$ cat src/rtl/glitch_sweep_ctrl.sv
// glitch_sweep_ctrl
//   Attempt scheduler for the fault-injection datapath. Each attempt pulses
//   the target reset, waits a programmable delay after release, fires a glitch
//   pulse of programmable width, then watches the debug byte for a verdict.
//   Failed or timed-out attempts step a 2-D (delay inner, width outer) sweep
//   and re-arm; the sweep stops on the success code, abort, or exhaustion.
//
// Ports
//   CLK          system clock
//   RST          synchronous active-high reset
//   start        level, accepted in IDLE/DONE; begins a sweep at (DELAY_MIN, WIDTH_MIN)
//   abort        level, returns to IDLE from any state (beats start)
//   debug_in     synchronized debug GPIO byte
//   nrst_out     target reset, active low
//   glitch_out   glitch MOSFET drive, active high
//   busy         high outside IDLE/DONE
//   result_valid one-cycle pulse at the end of each attempt
//   result_pass  verdict of the last attempt
//   success      sticky in DONE: 1 = success code seen, 0 = sweep exhausted
//   cur_delay    delay of current/last attempt
//   cur_width    width of current/last attempt
//   attempt_cnt  attempts started since start, saturating
module glitch_sweep_ctrl #(
    parameter logic [15:0] RESET_LEN    = 16'h0010,
    parameter logic [15:0] DELAY_MIN    = 16'h0001,
    parameter logic [15:0] DELAY_MAX    = 16'h0300,
    parameter logic [15:0] WIDTH_MIN    = 16'h0180,
    parameter logic [15:0] WIDTH_MAX    = 16'h0181,
    parameter logic [23:0] TIMEOUT      = 24'h100000,
    parameter logic [7:0]  SUCCESS_CODE = 8'h88,
    parameter logic [7:0]  FAIL_CODE    = 8'hC3
) (
    input  logic        CLK,
    input  logic        RST,
    input  logic        start,
    input  logic        abort,
    input  logic [7:0]  debug_in,
    output logic        nrst_out,
    output logic        glitch_out,
    output logic        busy,
    output logic        result_valid,
    output logic        result_pass,
    output logic        success,
    output logic [15:0] cur_delay,
    output logic [15:0] cur_width,
    output logic [23:0] attempt_cnt
);

    typedef enum logic [2:0] {
        S_IDLE, S_RESET, S_DELAY, S_GLITCH, S_WATCH, S_NEXT, S_DONE
    } state_t;

    state_t      state_q;
    logic [15:0] cnt_q;        // RESET / DELAY / GLITCH down-counter
    logic [23:0] wcnt_q;       // WATCH down-counter
    logic        nrst_q, glitch_q, busy_q, rv_q, pass_q, succ_q;
    logic [15:0] delay_q, width_q;
    logic [23:0] attempt_q;

    // Next sweep point and saturating attempt increment
    logic [15:0] step_delay_d, step_width_d;
    logic        sweep_end_d;
    logic [23:0] attempt_inc_d;
    logic        dbg_pass_d, dbg_fail_d;

    always_comb begin
        step_delay_d = delay_q;
        step_width_d = width_q;
        sweep_end_d  = 1'b0;
        if (delay_q < DELAY_MAX) begin
            step_delay_d = delay_q + 16'd1;
        end else if (width_q < WIDTH_MAX) begin
            step_delay_d = DELAY_MIN;
            step_width_d = width_q + 16'd1;
        end else begin
            sweep_end_d = 1'b1;
        end
        attempt_inc_d = (attempt_q == 24'hFFFFFF) ? attempt_q : attempt_q + 24'd1;
        dbg_pass_d    = (debug_in == SUCCESS_CODE);
        dbg_fail_d    = (debug_in == FAIL_CODE);
    end

    always_ff @(posedge CLK) begin
        if (RST) begin
            state_q   <= S_IDLE;
            cnt_q     <= '0;
            wcnt_q    <= '0;
            nrst_q    <= 1'b1;
            glitch_q  <= 1'b0;
            busy_q    <= 1'b0;
            rv_q      <= 1'b0;
            pass_q    <= 1'b0;
            succ_q    <= 1'b0;
            delay_q   <= DELAY_MIN;
            width_q   <= WIDTH_MIN;
            attempt_q <= '0;
        end else begin
            rv_q <= 1'b0;
            if (abort) begin
                // Abort touches only state and pin/status outputs; sweep
                // position and attempt count survive for inspection.
                state_q  <= S_IDLE;
                nrst_q   <= 1'b1;
                glitch_q <= 1'b0;
                busy_q   <= 1'b0;
            end else begin
                case (state_q)
                    S_IDLE, S_DONE: begin
                        if (start) begin
                            delay_q   <= DELAY_MIN;
                            width_q   <= WIDTH_MIN;
                            attempt_q <= 24'd1;   // cleared, then counted on RESET entry
                            succ_q    <= 1'b0;
                            state_q   <= S_RESET;
                            nrst_q    <= 1'b0;
                            glitch_q  <= 1'b0;
                            busy_q    <= 1'b1;
                            cnt_q     <= RESET_LEN - 16'd1;
                        end
                    end
                    S_RESET: begin
                        if (cnt_q == 16'd0) begin
                            nrst_q <= 1'b1;
                            if (delay_q == 16'd0) begin
                                state_q  <= S_GLITCH;
                                glitch_q <= 1'b1;
                                cnt_q    <= width_q - 16'd1;
                            end else begin
                                state_q <= S_DELAY;
                                cnt_q   <= delay_q - 16'd1;
                            end
                        end else begin
                            cnt_q <= cnt_q - 16'd1;
                        end
                    end
                    S_DELAY: begin
                        if (cnt_q == 16'd0) begin
                            state_q  <= S_GLITCH;
                            glitch_q <= 1'b1;
                            cnt_q    <= width_q - 16'd1;
                        end else begin
                            cnt_q <= cnt_q - 16'd1;
                        end
                    end
                    S_GLITCH: begin
                        if (cnt_q == 16'd0) begin
                            state_q  <= S_WATCH;
                            glitch_q <= 1'b0;
                            wcnt_q   <= TIMEOUT - 24'd1;
                        end else begin
                            cnt_q <= cnt_q - 16'd1;
                        end
                    end
                    S_WATCH: begin
                        // Success is checked first so it wins over fail/timeout.
                        if (dbg_pass_d) begin
                            rv_q    <= 1'b1;
                            pass_q  <= 1'b1;
                            succ_q  <= 1'b1;
                            busy_q  <= 1'b0;
                            state_q <= S_DONE;
                        end else if (dbg_fail_d || wcnt_q == 24'd0) begin
                            rv_q    <= 1'b1;
                            pass_q  <= 1'b0;
                            state_q <= S_NEXT;
                        end else begin
                            wcnt_q <= wcnt_q - 24'd1;
                        end
                    end
                    S_NEXT: begin
                        delay_q <= step_delay_d;
                        width_q <= step_width_d;
                        if (sweep_end_d) begin
                            succ_q  <= 1'b0;
                            busy_q  <= 1'b0;
                            state_q <= S_DONE;
                        end else begin
                            state_q   <= S_RESET;
                            nrst_q    <= 1'b0;
                            cnt_q     <= RESET_LEN - 16'd1;
                            attempt_q <= attempt_inc_d;
                        end
                    end
                    default: begin
                        state_q  <= S_IDLE;
                        nrst_q   <= 1'b1;
                        glitch_q <= 1'b0;
                        busy_q   <= 1'b0;
                    end
                endcase
            end
        end
    end

    assign nrst_out     = nrst_q;
    assign glitch_out   = glitch_q;
    assign busy         = busy_q;
    assign result_valid = rv_q;
    assign result_pass  = pass_q;
    assign success      = succ_q;
    assign cur_delay    = delay_q;
    assign cur_width    = width_q;
    assign attempt_cnt  = attempt_q;

endmodule

$ cat config.mk
export PLATFORM = sky130hd
export DESIGN_NAME = glitch_sweep_ctrl
export DESIGN_NICKNAME = d
export VERILOG_FILES = /design/src/rtl/glitch_sweep_ctrl.sv
export SDC_FILE = /design/constraint.sdc
export NUM_CORES = 1
export LEC_CHECK = 0
export CORE_MARGIN = 8
export CORE_UTILIZATION = 52
export CTS_BUF_LIST = sky130_fd_sc_hd__clkbuf_16
export DETAILED_ROUTE_END_ITERATION = 16
export GPL_TIMING_DRIVEN = 0
export PLACE_DENSITY = 0.86
export SYNTH_ARGS = -nofsm -noshare
export SYNTH_HDL_FRONTEND = slang
export SYNTH_SLANG_ARGS = --single-unit
$ cat constraint.sdc
create_clock -name CLK -period 3.45 [get_ports CLK]
set_clock_uncertainty 0.05 [all_clocks]
set_input_delay 0.8625 -clock CLK [delete_from_list [all_inputs] [get_ports CLK]]
set_output_delay 0.8625 -clock CLK [all_outputs]
set_load 0.05 [all_outputs]
; Word-level counts from Yosys, hierarchy flattened
; Cells that the tools add are included.
[totals]
regBits = 105
latch_bits = 0
mem_bits_rw = 0
rom_bits = 0
memories = 0
[classes]
n_addsub = 7
mul = 0
div = 0
magnitude_cmp = 2
n_eq_ne = 25
n_shift = 0
muxes = 52
n_bitwise = 5
reduce_logical = 27
[ops]
columns = cell, n
row1 = 2-to-1 mux 16 bit, 12
row2 = 2-to-1 mux 24 bit, 6
row3 = one-hot mux 24 bit (2 select lines), 2
row4 = one-hot mux 16 bit (5 select lines), 1
row5 = one-hot mux 16 bit (2 select lines), 2
row6 = subtractor 16 x 1 -> 16 bit (second input constant), 3
row7 = adder 16 x 1 -> 16 bit (second input constant), 2
row8 = logical NOT 16 bit, 2
row9 = AND reduction 5 bit, 6
row10 = inequality test 2 bit (second input constant), 14
row11 = adder 24 x 1 -> 24 bit (second input constant), 1
row12 = == test 24 bit (second input constant), 1
row13 = logical NOT 24 bit, 1
row14 = subtractor 24 x 1 -> 24 bit (second input constant), 1
row15 = 2-to-1 mux 3 bit, 7
row16 = one-hot mux 3 bit (6 select lines), 1
row17 = 2-to-1 mux 1 bit, 17
row18 = == test 8 bit (second input constant), 2
row19 = < comparator 16 x 10 -> 1 bit (second input constant), 1
row20 = < comparator 16 x 9 -> 1 bit (second input constant), 1
row21 = AND reduction 4 bit, 3
row22 = == test 3 bit (second input constant), 3
row23 = OR reduction 3 bit, 3
row24 = one-hot mux 1 bit (4 select lines), 2
row25 = other kinds (14), 24

; Longest topological paths before layout
; Gate-level depths: netlist (run 1).
[logic_depth]
depth_word = 5
depth_mapped = 10
depth_no_buf = 8

; Least setup slack after synthesis (run 1)
; Ideal clock, no wire load.
[synth_path]
path_kind = reg-to-reg
start = register width_q[0] (netlist: cur_width[0])
end = register delay_q[6] (netlist: cur_delay[6])
t_arrival_ps = 2869
t_required_ps = 3329
setup_slack_ps = 461
path_stages_with_launch = 9
cell_sequence = dfxtp_1 inv_1 ha_1 nor3b_1 a21oi_1 or4_4 a21o_1 or4_1 a21oi_1
[synth_via]
elab_chain_len = 3
[synth_rtl]
columns = element, line_no
row1 = "start, declared", 57  ; logic [15:0] delay_q, width_q;
row2 = "start signal, assigned", 172  ; width_q <= step_width_d;
row3 = < comparator 16 x 9 -> 1 bit, 72  ; end else if (width_q < WIDTH_MAX) begin
row4 = inequality test 3 bit (no line), n/a
row5 = AND reduction 4 bit (no line), n/a
row6 = "end signal, assigned", 171  ; delay_q <= step_delay_d;
row7 = "end, declared", 57
; No other way between the ends.
; A chain may end at the register's enable or synchronous reset.

; Final worst setup path (run 1)
[layout_path]
start = input port abort
end = register cnt_q[13]
[layout_via]
elab_chain_len = 2
[layout_rtl]
columns = element, line_no
row1 = "start, declared", 36  ; input logic abort,
row2 = NOT 1 bit (no line), n/a
row3 = AND reduction 5 bit (no line), n/a
row4 = "end signal, assigned", 118  ; cnt_q <= RESET_LEN - 16'd1;
row5 = "end signal, assigned", 127  ; cnt_q <= width_q - 16'd1;
row6 = "end signal, assigned", 130  ; cnt_q <= delay_q - 16'd1;
row7 = "end, declared", 54  ; logic [15:0] cnt_q;
; No other way between the ends.

==> reports/results.tsv, run 1 <==
stage	metric	value	unit
yosys	ys_seq_area_share	33.5	%
drt	ant_nets	0	
placement	placed_area	0.00717	mm^2
yosys	syn_inst	795	
finish	final_cell_mix	105 x dfxtp_1, 72 x clkdlybuf4s50_1, 64 x nor2_1	
critical_path	r2r_start	cur_width[0]	
clock_tree	h-tree-depth	3	
clock_tree	cts_tree	yes	
drt	routed_wl	18200	um
critical_path	reg2reg_depth	8	
yosys	synth_cell_types	66	
yosys	syn_nets	817	
floorplan	start_util	52.6	%
pwr	leakage	2.51	nW
min_path	min_path_type	flip-flop to flip-flop	
timing	period_share	95.7	%
clock_tree	cts_root_buf	clkbuf_16	
critical_path	slowest_stage	a41oi_1	
critical_path	crit_buf_inv	4	
yosys	synthFlopType	dfxtp_1	
critical_path	critPathArrivalTime	3.53	ns
floorplan	coreArea	0.0119	mm^2
clock_tree	cts_made_buffers	9	
global_routing	grt_max_degree	17	
timing	worstMarginPinSlew	1.19	ns
clock_tree	clockBufferDepth	2	
critical_path	start_kind	primary input	
critical_path	crit_required	3.68	ns
drt	vias	6537	
finish	area_growth	19.1	%
min_path	hold_start	attempt_cnt[22]	
timing	whs	0.457	ns
drt	drc	0	
timing	post-route-min-period	3.30	ns
clock_tree	post_cts_buffers	0	
clock_tree	cts_sinks	105	
critical_path	r2r_end	cnt_q[13]	
timing	final_max_slew_viol_count	0	
floorplan	die_w	126	um
critical_path	slowest_delay	0.88	ns
timing	rsz0062_at_grt	no	
finish	final_common_cell	dfxtp_1	
timing	setup_viol_count_final	0	
finish	fin_area	0.00746	mm^2
global_routing	grt_pass1_wl	29800	um
drt	first_pass_iters	4	
finish	antennaDiodeCount	0	
clock_tree	cts.clk_slew.worst_paths	0.07	ns
finish	fillers	1068	
critical_path	worstPathCellList	clkdlybuf4s50_1 -> clkbuf_1 -> inv_1 -> clkbuf_1 -> a41oi_1 -> o21ai_0 -> o211ai_1	
global_routing	grt_pass1_vias	5977	
placement	gp_congestion	0.943	
finish	drive_gt1_share	4.43	%
floorplan	row_count	40	
placement	numPortBuffers	72	
finish	seqCellArea	0.00210	mm^2
timing	fmax	0.303	GHz
floorplan	die-area	0.0158	mm^2
clock_tree	clk_latency	0.36	ns
finish	utilization	62.7	%
floorplan	io_pins	74	
drt	post_drt_wl_per_cell	17.7	um
global_routing	antenna_found_initial	0	
status	status	complete, no violations	
floorplan	die_h	126	um
critical_path	critical_path_class	primary input to flip-flop	
min_path	whs_path_depth	2	
critical_path	cpLargestDelayFamily	buffers and inverters	
placement	hpwlAfterDp	13500	um
flow_run	max_cap_violations	0	
finish	multi_input_area	0.00392	mm^2
yosys	syn_area_per_cell	7.88	um^2
yosys	async_flop_share	0	%
critical_path	path_max_fanout	10	
critical_path	r2r_setup_slack	0.27	ns
pwr	vdd_drop_max	0.194	mV
min_path	hold_end	attempt_cnt[22]	
global_routing	overflow	0	
timing	slew_headroom	20.0	%
drt	viasPerCell	6.36	
yosys	ys_seq_elements	105	
finish	layout.nets	899	
global_routing	grt_use_total	22.6	%
yosys	yosysWarnings	0	
timing	finalHoldViolCount	0	
yosys	syn-cell-area	0.00627	mm^2
clock_tree	cts_hold_buffers	0	
critical_path	end_kind	flip-flop	
yosys	synth-edff-count	0	
critical_path	cpMostUsedCell	clkbuf_1	
drt	drt_iter0_drc	562	
pwr	power_density	363	mW/mm^2
==> registers in the layout (all words and copies together) (netlist names) <==
signal        cells
state_q           3
result_pass       1
wcnt_q           24
success           1
result_valid      1
cnt_q            16
cur_delay        16
busy              1
nrst_out          1
glitch_out        1
attempt_cnt      24
cur_width        16
==> synthesized netlist by cell type (3+ instances only) <==
cell | n | share of area, %
and3_1 | 8 | 0.80
or4_1 | 17 | 2.0
ha_1 | 10 | 2.0
nor4b_1 | 4 | 0.56
a211oi_1 | 12 | 1.4
o31a_1 | 3 | 0.42
or3_1 | 27 | 2.7
nand2_1 | 60 | 3.6
nor2b_1 | 6 | 0.60
a21oi_1 | 60 | 4.8
and2_1 | 15 | 1.5
a311oi_1 | 6 | 0.84
clkbuf_1 | 42 | 2.5
a21o_1 | 4 | 0.48
nor3b_1 | 8 | 0.96
a31oi_1 | 11 | 1.1
o31ai_1 | 17 | 2.0
nor4_1 | 22 | 2.2
o22ai_1 | 5 | 0.50
nor3_1 | 45 | 3.6
or2_2 | 7 | 0.70
and4_1 | 4 | 0.56
nand2b_1 | 11 | 1.1
dfxtp_1 | 105 | 34
a211o_1 | 4 | 0.56
inv_1 | 16 | 0.96
xor2_1 | 23 | 3.2
nand4b_1 | 5 | 0.70
xnor2_1 | 35 | 4.9
o211ai_1 | 6 | 0.72
nor2_1 | 64 | 3.8
a221o_1 | 3 | 0.48
nand3_1 | 31 | 2.5
buf_1 | 4 | 0.24
o21a_1 | 4 | 0.48
buf_2 | 3 | 0.24
nand4_1 | 19 | 1.9
o32ai_1 | 3 | 0.42
o21ai_0 | 31 | 2.5
==> power breakdown <==
group	internal, mW	switching [mW]
Clock	0.554	0.454
Sequential	1.23	0.0281
Combinational	0.152	0.288
Total	1.94	0.770
==> worst register-to-register path, delay by kind of cell (launching register included) <==
kind                     cells  cell delay (ns)
AO/OA/AOI/OAI                5             1.96
adder cells (fa/ha/maj)      1             0.25
buffers and inverters        1             0.15
flip-flops                   1             0.49
AND/OR/NAND/NOR              1             0.20
==> worst max-delay path by stage <==
stage               cells past startpoint            to         start
floorplan                               8  cur_delay[6]  cur_width[0]
global placement                        9    wcnt_q[18]   debug_in[2]
detailed placement                      9    wcnt_q[14]   debug_in[2]
CTS                                     9  cur_delay[4]  cur_width[0]
global route                            7     cnt_q[11]         abort
finish                                  7     cnt_q[13]         abort
==> cell type report <==
class	count	area share, %
tap	147	2.46
multi-input combinational	624	52.5
timing repair buffer	72	9.65
sequential	105	28.2
buffer	49	2.55
clock inverter	6	0.805
inverter	16	0.805
clock buffer	9	3.02
==> layer usage <==
| layer | track usage [%] | vias up | routed length (um) | part of all wire (%) |
|---|---|---|---|---|
| met5 | 0 | - | 0 | 0 |
| li1 | - | 3128 | - | - |
| met3 | 4.30 | 41 | 1420 | 7.8 |
| met2 | 35.9 | 265 | 8330 | 46 |
| met4 | 10.5 | 0 | 549 | 3.0 |
| met1 | 29.1 | 3103 | 7910 | 43 |
==> through the flow <==
step           setup slack [ns]  cells  setup TNS (ns)  power, mW
6_report                  0.147   1028               0       2.71
5_1_grt                 0.00993   1028               0       2.81
4_1_cts                   0.142   1029               0       2.71
3_5_place_dp             -0.362   1014           -5.05       1.71
3_3_place_gp             -0.300   1014           -4.33       1.71
2_1_floorplan             0.461    795               0       1.59
==> logic make-up after synthesis <==
group / after synthesis / share of synthesized area, %
AO/OA/AOI/OAI: 190 / 20.2
XOR/XNOR: 58 / 8.11
flip-flops: 105 / 33.5
buffers and inverters: 66 / 4.03
AND/OR/NAND/NOR: 364 / 31.8
adder cells (fa/ha/maj): 10 / 2.00
multiplexers: 2 / 0.339
==> what timing repair did <==
action | in CTS | in global routing
pin swaps | 0 | 0
resized for setup | 1 | 2
setup endpoints to repair | 1 | 42
Power figures use the tool's default switching activity.
==> run 2, diff against run 1 <==
--- a/config.mk
+++ b/config.mk
@@ -8,9 +8,11 @@
 export CORE_MARGIN = 8
 export CORE_UTILIZATION = 52
 export CTS_BUF_LIST = sky130_fd_sc_hd__clkbuf_16
+export CTS_CLUSTER_SIZE = 28
 export DETAILED_ROUTE_END_ITERATION = 16
 export GPL_TIMING_DRIVEN = 0
 export PLACE_DENSITY = 0.86
+export SLEW_MARGIN = 15
 export SYNTH_ARGS = -nofsm -noshare
 export SYNTH_HDL_FRONTEND = slang
 export SYNTH_SLANG_ARGS = --single-unit
==> constraint.sdc (replaced) <==
create_clock -name CLK -period 3.39 [get_ports CLK]
set_clock_uncertainty 0.05 [all_clocks]
set_input_delay 0.8475 -clock CLK [delete_from_list [all_inputs] [get_ports CLK]]
set_output_delay 0.8475 -clock CLK [all_outputs]
set_load 0.05 [all_outputs]
==> run 2 against run 1 <==
Register-to-register slack improved by 0.04 ns. Global-route usage stayed put. Utilization is 0.10 points higher. Cell count is the same. Critical path type unchanged. Sequential share of layout area about the same. Count of clock-buffer cells in the layout stayed put. Final area grew 0.17%. Non-clock buffer count unchanged.
==> reports/results.tsv, run 2 (same netlist as run 1, synthesis figures left out) <==
stage	metric	value	unit	change
timing	slew_headroom	50.8	%	was 20.0%
floorplan	die-area	0.0158	mm^2	unchanged
pwr	power.total	2.76	mW	was 2.71 mW
status	status	complete, no violations		unchanged
drt	routed_wl	18300	um	was 18,200 um
critical_path	cp-endpoint	wcnt_q[14]		was cnt_q[13]
pwr	clkPwrFrac	37.1	%	was 37.2%
global_routing	grt_max_degree	17		unchanged
critical_path	critical_path_class	primary input to flip-flop		unchanged
timing	whs	0.457	ns	about the same
pwr	p_switching	0.781	mW	was 0.770 mW
pwr	switching_share	28.4	%	about the same
drt	ant_nets	0		unchanged
drt	drc	0		unchanged
floorplan	start_util	52.6	%	unchanged
placement	hpwlAfterDp	13500	um	unchanged
global_routing	grt_pass1_vias	5977		unchanged
clock_tree	cts.clk_slew.worst_paths	0.07	ns	about the same
clock_tree	cts_made_buffers	9		unchanged
critical_path	r2r_end	attempt_cnt[15]		was cnt_q[13]
min_path	min_path_type	flip-flop to flip-flop		unchanged
finish	final_common_cell	dfxtp_1		unchanged
global_routing	grt_use_met1	29.1	%	unchanged
floorplan	coreArea	0.0119	mm^2	unchanged
timing	worstMarginPinSlew	0.734	ns	was 1.19 ns
flow_run	max_cap_violations	0		unchanged
critical_path	start_kind	primary input		unchanged
global_routing	grt_use_total	22.6	%	unchanged
drt	vias	6555		was 6,537
clock_tree	clockBufferDepth	2		unchanged
global_routing	overflow	0		unchanged
clock_tree	cts_hold_buffers	0		unchanged
critical_path	reg2reg_depth	8		unchanged
placement	gp_congestion	0.943		unchanged
drt	viasPerCell	6.38		was 6.36
pwr	leakage	2.51	nW	about the same
clock_tree	cts_tree	yes		unchanged
clock_tree	h-tree-depth	3		unchanged
drt	drt_iter0_drc	535		was 562
finish	fillers	1065		was 1,068
clock_tree	cts_sinks	105		unchanged
drt	post_drt_wl_per_cell	17.8	um	was 17.7 um
critical_path	crit_path_start	debug_in[2]		was abort
timing	finalHoldViolCount	0		unchanged
global_routing	grtUsageMet3	4.30	%	unchanged
finish	area_growth	19.3	%	was 19.1%
global_routing	grt.busiest_layer	met2		unchanged
placement	place_inst	1014		unchanged
critical_path	crit_required	3.55	ns	was 3.68 ns
finish	layout.nets	899		unchanged
placement	numPortBuffers	72		unchanged
pwr	power_density	368	mW/mm^2	was 363 mW/mm^2
finish	utilization	62.8	%	was 62.7%
pwr	power.internal	1.97	mW	was 1.94 mW
pwr	p_comb_share	16.4	%	was 16.2%
finish	fin_area	0.00748	mm^2	was 0.00746 mm^2
floorplan	io_pins	74		unchanged
timing	period_share	94.1	%	
critical_path	r2r_start	cur_width[0]		unchanged
floorplan	row_count	40		unchanged
finish	drive_gt1_share	4.65	%	was 4.43%
timing	post-route-min-period	3.19	ns	
global_routing	grt_use_met2	35.9	%	unchanged
drt	first_pass_iters	5		was 4
critical_path	r2r_setup_slack	0.31	ns	was 0.27 ns
pwr	power_frac_seq	46.6	%	was 46.5%
pwr	vdd_drop_max	0.197	mV	was 0.194 mV
finish	antennaDiodeCount	0		unchanged
placement	placed_area	0.00717	mm^2	unchanged
clock_tree	clk_latency	0.35	ns	was 0.36 ns
timing	final_max_slew_viol_count	0		unchanged
critical_path	end_kind	flip-flop		unchanged
timing	rsz0062_at_grt	no		unchanged
timing	fmax	0.313	GHz	
global_routing	grt_pass1_wl	29800	um	unchanged
global_routing	antenna_found_initial	0		unchanged
finish	final_cell_mix	105 x dfxtp_1, 72 x clkdlybuf4s50_1, 64 x nor2_1		unchanged
finish	stdcell_count	1028		unchanged
floorplan	die_w	126	um	unchanged
floorplan	die_h	126	um	unchanged
critical_path	path_max_fanout	10		unchanged
critical_path	critPathArrivalTime	3.36	ns	was 3.53 ns
timing	setup_viol_count_final	0		unchanged
clock_tree	cts_root_buf	clkbuf_16		unchanged
-- run 2: cell counts in the layout (fill, tap and decap cells not counted) --
No cell type changed its count.
-- run 2: worst min-delay path by stage --
stage | startpoint | end | slack (ns) | cells after the start
2_1_floorplan | wcnt_q[0] | wcnt_q[0] | 0.41 | 1
3_3_place_gp | attempt_cnt[22] | attempt_cnt[22] | 0.43 | 2
3_5_place_dp | attempt_cnt[22] | attempt_cnt[22] | 0.44 | 2
4_1_cts | attempt_cnt[22] | attempt_cnt[22] | 0.45 | 2
5_1_grt | glitch_out | glitch_out | 0.48 | 2
6_report | attempt_cnt[22] | attempt_cnt[22] | 0.46 | 2
-- run 2: final cells by class --
type | count | area [um^2] | area share, %
Timing Repair Buffer | 72 | 721 | 9.64
Clock inverter | 6 | 60.1 | 0.803
Inverter | 16 | 60.1 | 0.803
Tap cell | 147 | 184 | 2.46
Buffer | 49 | 190 | 2.54
Multi-Input combinational cell | 624 | 3940 | 52.6
Sequential cell | 105 | 2100 | 28.1
Clock buffer | 9 | 225 | 3.01
-- run 2: repair_timing --
item / in CTS / in global routing
setup buffers: 0 / 0
gates resized for setup: 1 / 3
setup endpoints to repair: 8 / 55
gates cloned: 0 / 0
endpoints found under the hold margin: 0 / 0
pin swaps: 0 / 0
-- run 2: stage by stage --
stage	setup slack (ns)	setup TNS (ns)
finish	0.199	0
global route	0.0352	0
CTS	0.0823	0
detailed placement	-0.407	-6.99
global placement	-0.345	-6.23
floorplan	0.401	0
-- run 2: critical path, cell delays in order --
cell and delay [ns]:
clkdlybuf4s50_1 0.41, or4b_2 0.71, o21ai_0 0.23, o31a_1 0.44, clkbuf_2 0.32, nor3_1 0.11, xnor2_1 0.19, a21oi_1 0.08
-- run 2: per-layer routing --
layer  vias to the layer above  routed length, um
met4                         0                544
li1                       3123                  -
met3                        43               1490
met2                       294               8320
met5                         -                  0
met1                      3095               7900
-- run 2: power by group through the flow --
stage	clock [mW]	combinational [mW]	sequential, mW
floorplan	0	0.301	1.32
global placement	0	0.427	1.31
detailed placement	0	0.435	1.31
CTS	1.04	0.437	1.28
global route	1.08	0.492	1.29
finish	1.02	0.451	1.28
==> run 3, diff against run 2 <==
--- a/config.mk
+++ b/config.mk
@@ -7,10 +7,9 @@
 export LEC_CHECK = 0
 export CORE_MARGIN = 8
 export CORE_UTILIZATION = 52
-export CTS_BUF_LIST = sky130_fd_sc_hd__clkbuf_16
+export CTS_BUF_LIST = sky130_fd_sc_hd__clkbuf_2
 export CTS_CLUSTER_SIZE = 28
 export DETAILED_ROUTE_END_ITERATION = 16
-export GPL_TIMING_DRIVEN = 0
 export PLACE_DENSITY = 0.86
 export SLEW_MARGIN = 15
 export SYNTH_ARGS = -nofsm -noshare
==> run 3 against run 2 <==
Combinational power about the same. Flip-flop and latch count unchanged. Cell count down 2.7%. Count of clock-buffer cells in the layout up 1. First-iteration DRC count grew 7.5%. Largest cell class unchanged. Maximum frequency grew 6.4%. Utilization is 1.9 points lower. Global-route usage shrank 0.88 points. Clock power down 44%. Critical path type is now flip-flop to output pin.
==> reports/results.tsv, run 3 (same netlist as run 1, synthesis figures left out) <==
stage	metric	value	unit	change
global_routing	grt_use_total	21.7	%	was 22.6%
timing	final_max_slew_viol_count	0		unchanged
pwr	power_density	320	mW/mm^2	was 368 mW/mm^2
global_routing	antenna_found_initial	0		unchanged
clock_tree	clk_latency	0.60	ns	was 0.35 ns
pwr	switching_share	31.3	%	was 28.4%
pwr	leakage	2.46	nW	was 2.51 nW
critical_path	slowest_delay	0.88	ns	was 0.71 ns
clock_tree	cts_hold_buffers	0		unchanged
clock_tree	h-tree-depth	3		unchanged
pwr	vdd_drop_max	0.148	mV	was 0.197 mV
global_routing	grt_max_degree	46		was 17
global_routing	grt_pass1_vias	5901		was 5,977
finish	layout.nets	872		was 899
drt	post_drt_wl_per_cell	17.3	um	was 17.8 um
critical_path	critPathArrivalTime	2.10	ns	was 3.36 ns
min_path	hold_start	result_pass		was attempt_cnt[22]
finish	antennaDiodeCount	0		unchanged
finish	utilization	60.9	%	was 62.8%
drt	ant_nets	0		unchanged
clock_tree	cts_tree	yes		unchanged
global_routing	grt_pass1_wl	29100	um	was 29,800 um
timing	fmax	0.333	GHz	was 0.313 GHz
critical_path	path_max_fanout	11		was 10
placement	hpwlAfterDp	12900	um	was 13,500 um
timing	tns	0	ns	unchanged
pwr	p_switching	0.724	mW	was 0.781 mW
finish	seqCellArea	0.00210	mm^2	unchanged
placement	gp_congestion	0.963		was 0.943
clock_tree	post_cts_buffers	0		unchanged
finish	final_common_cell	dfxtp_1		unchanged
floorplan	io_pins	74		unchanged
clock_tree	cts.clk_slew.worst_paths	0.27	ns	was 0.07 ns
critical_path	start_kind	flip-flop		was primary input
clock_tree	clockBufferDepth	2		unchanged
critical_path	crit_buf_inv	1		was 2
pwr	power.internal	1.59	mW	was 1.97 mW
floorplan	coreArea	0.0119	mm^2	unchanged
timing	period_share	88.5	%	was 94.1%
critical_path	cpLargestDelayFamily	buffers and inverters		was simple AND/OR/NAND/NOR gates
clock_tree	cts_root_buf	clkbuf_2		was clkbuf_16
drt	vias	6428		was 6,555
clock_tree	cts_sinks	105		unchanged
timing	rsz0062_at_grt	no		unchanged
finish	fillers	1087		was 1,065
placement	numPortBuffers	73		was 72
finish	multi_input_area	0.00391	mm^2	was 0.00394 mm^2
timing	finalHoldViolCount	0		unchanged
finish	final_cell_mix	105 x dfxtp_1, 73 x clkdlybuf4s50_1, 64 x nor2_1		was 105 x dfxtp_1, 72 x clkdlybuf4s50_1, 64 x nor2_1
drt	first_pass_iters	5		unchanged
drt	routed_wl	17300	um	was 18,300 um
critical_path	slowest_stage	clkdlybuf4s50_1		was or4b_2
timing	worstMarginPinSlew	0.738	ns	was 0.734 ns
global_routing	overflow	0		unchanged
critical_path	r2r_start	cur_width[11]		was cur_width[0]
critical_path	critical_path_class	flip-flop to output pin		was primary input to flip-flop
finish	area_growth	15.8	%	was 19.3%
drt	viasPerCell	6.43		was 6.38
floorplan	start_util	52.6	%	unchanged
floorplan	row_count	40		unchanged
pwr	p_comb_share	19.4	%	was 16.4%
drt	drc	0		unchanged
flow_run	max_cap_violations	0		unchanged
critical_path	crit_path_start	cur_delay[2]		was debug_in[2]
timing	slew_headroom	50.8	%	about the same
finish	drive_gt1_share	5.98	%	was 4.65%
clock_tree	cts_resized	0		was 1
min_path	min_path_type	flip-flop to flip-flop		unchanged
critical_path	crit_required	2.49	ns	was 3.55 ns
drt	drt_iter0_drc	575		was 535
timing	post-route-min-period	3.00	ns	was 3.19 ns
timing	setup_viol_count_final	0		unchanged
status	status	complete, no violations		unchanged
clock_tree	cts_made_buffers	9		unchanged
pwr	power_frac_seq	55.9	%	was 46.6%
pwr	clkPwrFrac	24.6	%	was 37.1%
critical_path	end_kind	output pin		was flip-flop
floorplan	die_h	126	um	unchanged
floorplan	die-area	0.0158	mm^2	unchanged
critical_path	worstPathCellList	clkdlybuf4s50_1		was clkdlybuf4s50_1 -> or4b_2 -> o21ai_0 -> o31a_1 -> clkbuf_2 -> nor3_1 -> xnor2_1 -> a21oi_1
floorplan	die_w	126	um	unchanged
-- run 3: tightest hold or removal path, delay by kind of cell (launching register included) --
family,cells,cell delay (ns)
flops,1,0.38
compound gates,2,0.12
-- run 3: final cells by class --
type                            instances  area share [%]
Clock inverter                          4           0.638
Timing Repair Buffer                   94            12.4
Multi-Input combinational cell        624            53.9
Inverter                               16           0.828
Sequential cell                       105            29.0
Tap cell                              147            2.54
Clock buffer                           10           0.690
-- run 3: worst paths after layout --
kind | to | slack, ns | cells past startpoint
max reg2reg | attempt_cnt[17] | 0.40 | 7
min reg2reg | result_pass | 0.46 | 2
min | result_pass | 0.46 | 2
max | cur_delay[2] | 0.39 | 1
-- run 3: power groups by stage --
| stage | Combinational, mW | Clock (mW) | Sequential [mW] |
|---|---|---|---|
| finish | 0.451 | 0.571 | 1.30 |
| global route | 0.491 | 0.635 | 1.30 |
| CTS | 0.441 | 0.581 | 1.30 |
| detailed placement | 0.440 | 0 | 1.32 |
| global placement | 0.433 | 0 | 1.32 |
| floorplan | 0.301 | 0 | 1.32 |
-- run 3: layer usage --
layer | routed length, um | GRT usage [%]
met5 | 0 | 0
met4 | 535 | 9.48
met3 | 1430 | 4.39
met2 | 7850 | 34.5
met1 | 7440 | 28.0
-- run 3: per-stage QoR --
stage	hold WS (ns)	std cells	area (um^2)	setup slack [ns]	total power, mW
6_report	0.457	1000	7250	0.391	2.32
5_1_grt	0.488	1000	7250	0.199	2.43
4_1_cts	0.465	1000	7250	0.369	2.32
3_5_place_dp	0.436	986	7160	0.133	1.76
3_3_place_gp	0.427	986	7160	0.190	1.75
2_1_floorplan	0.413	795	6270	0.401	1.62
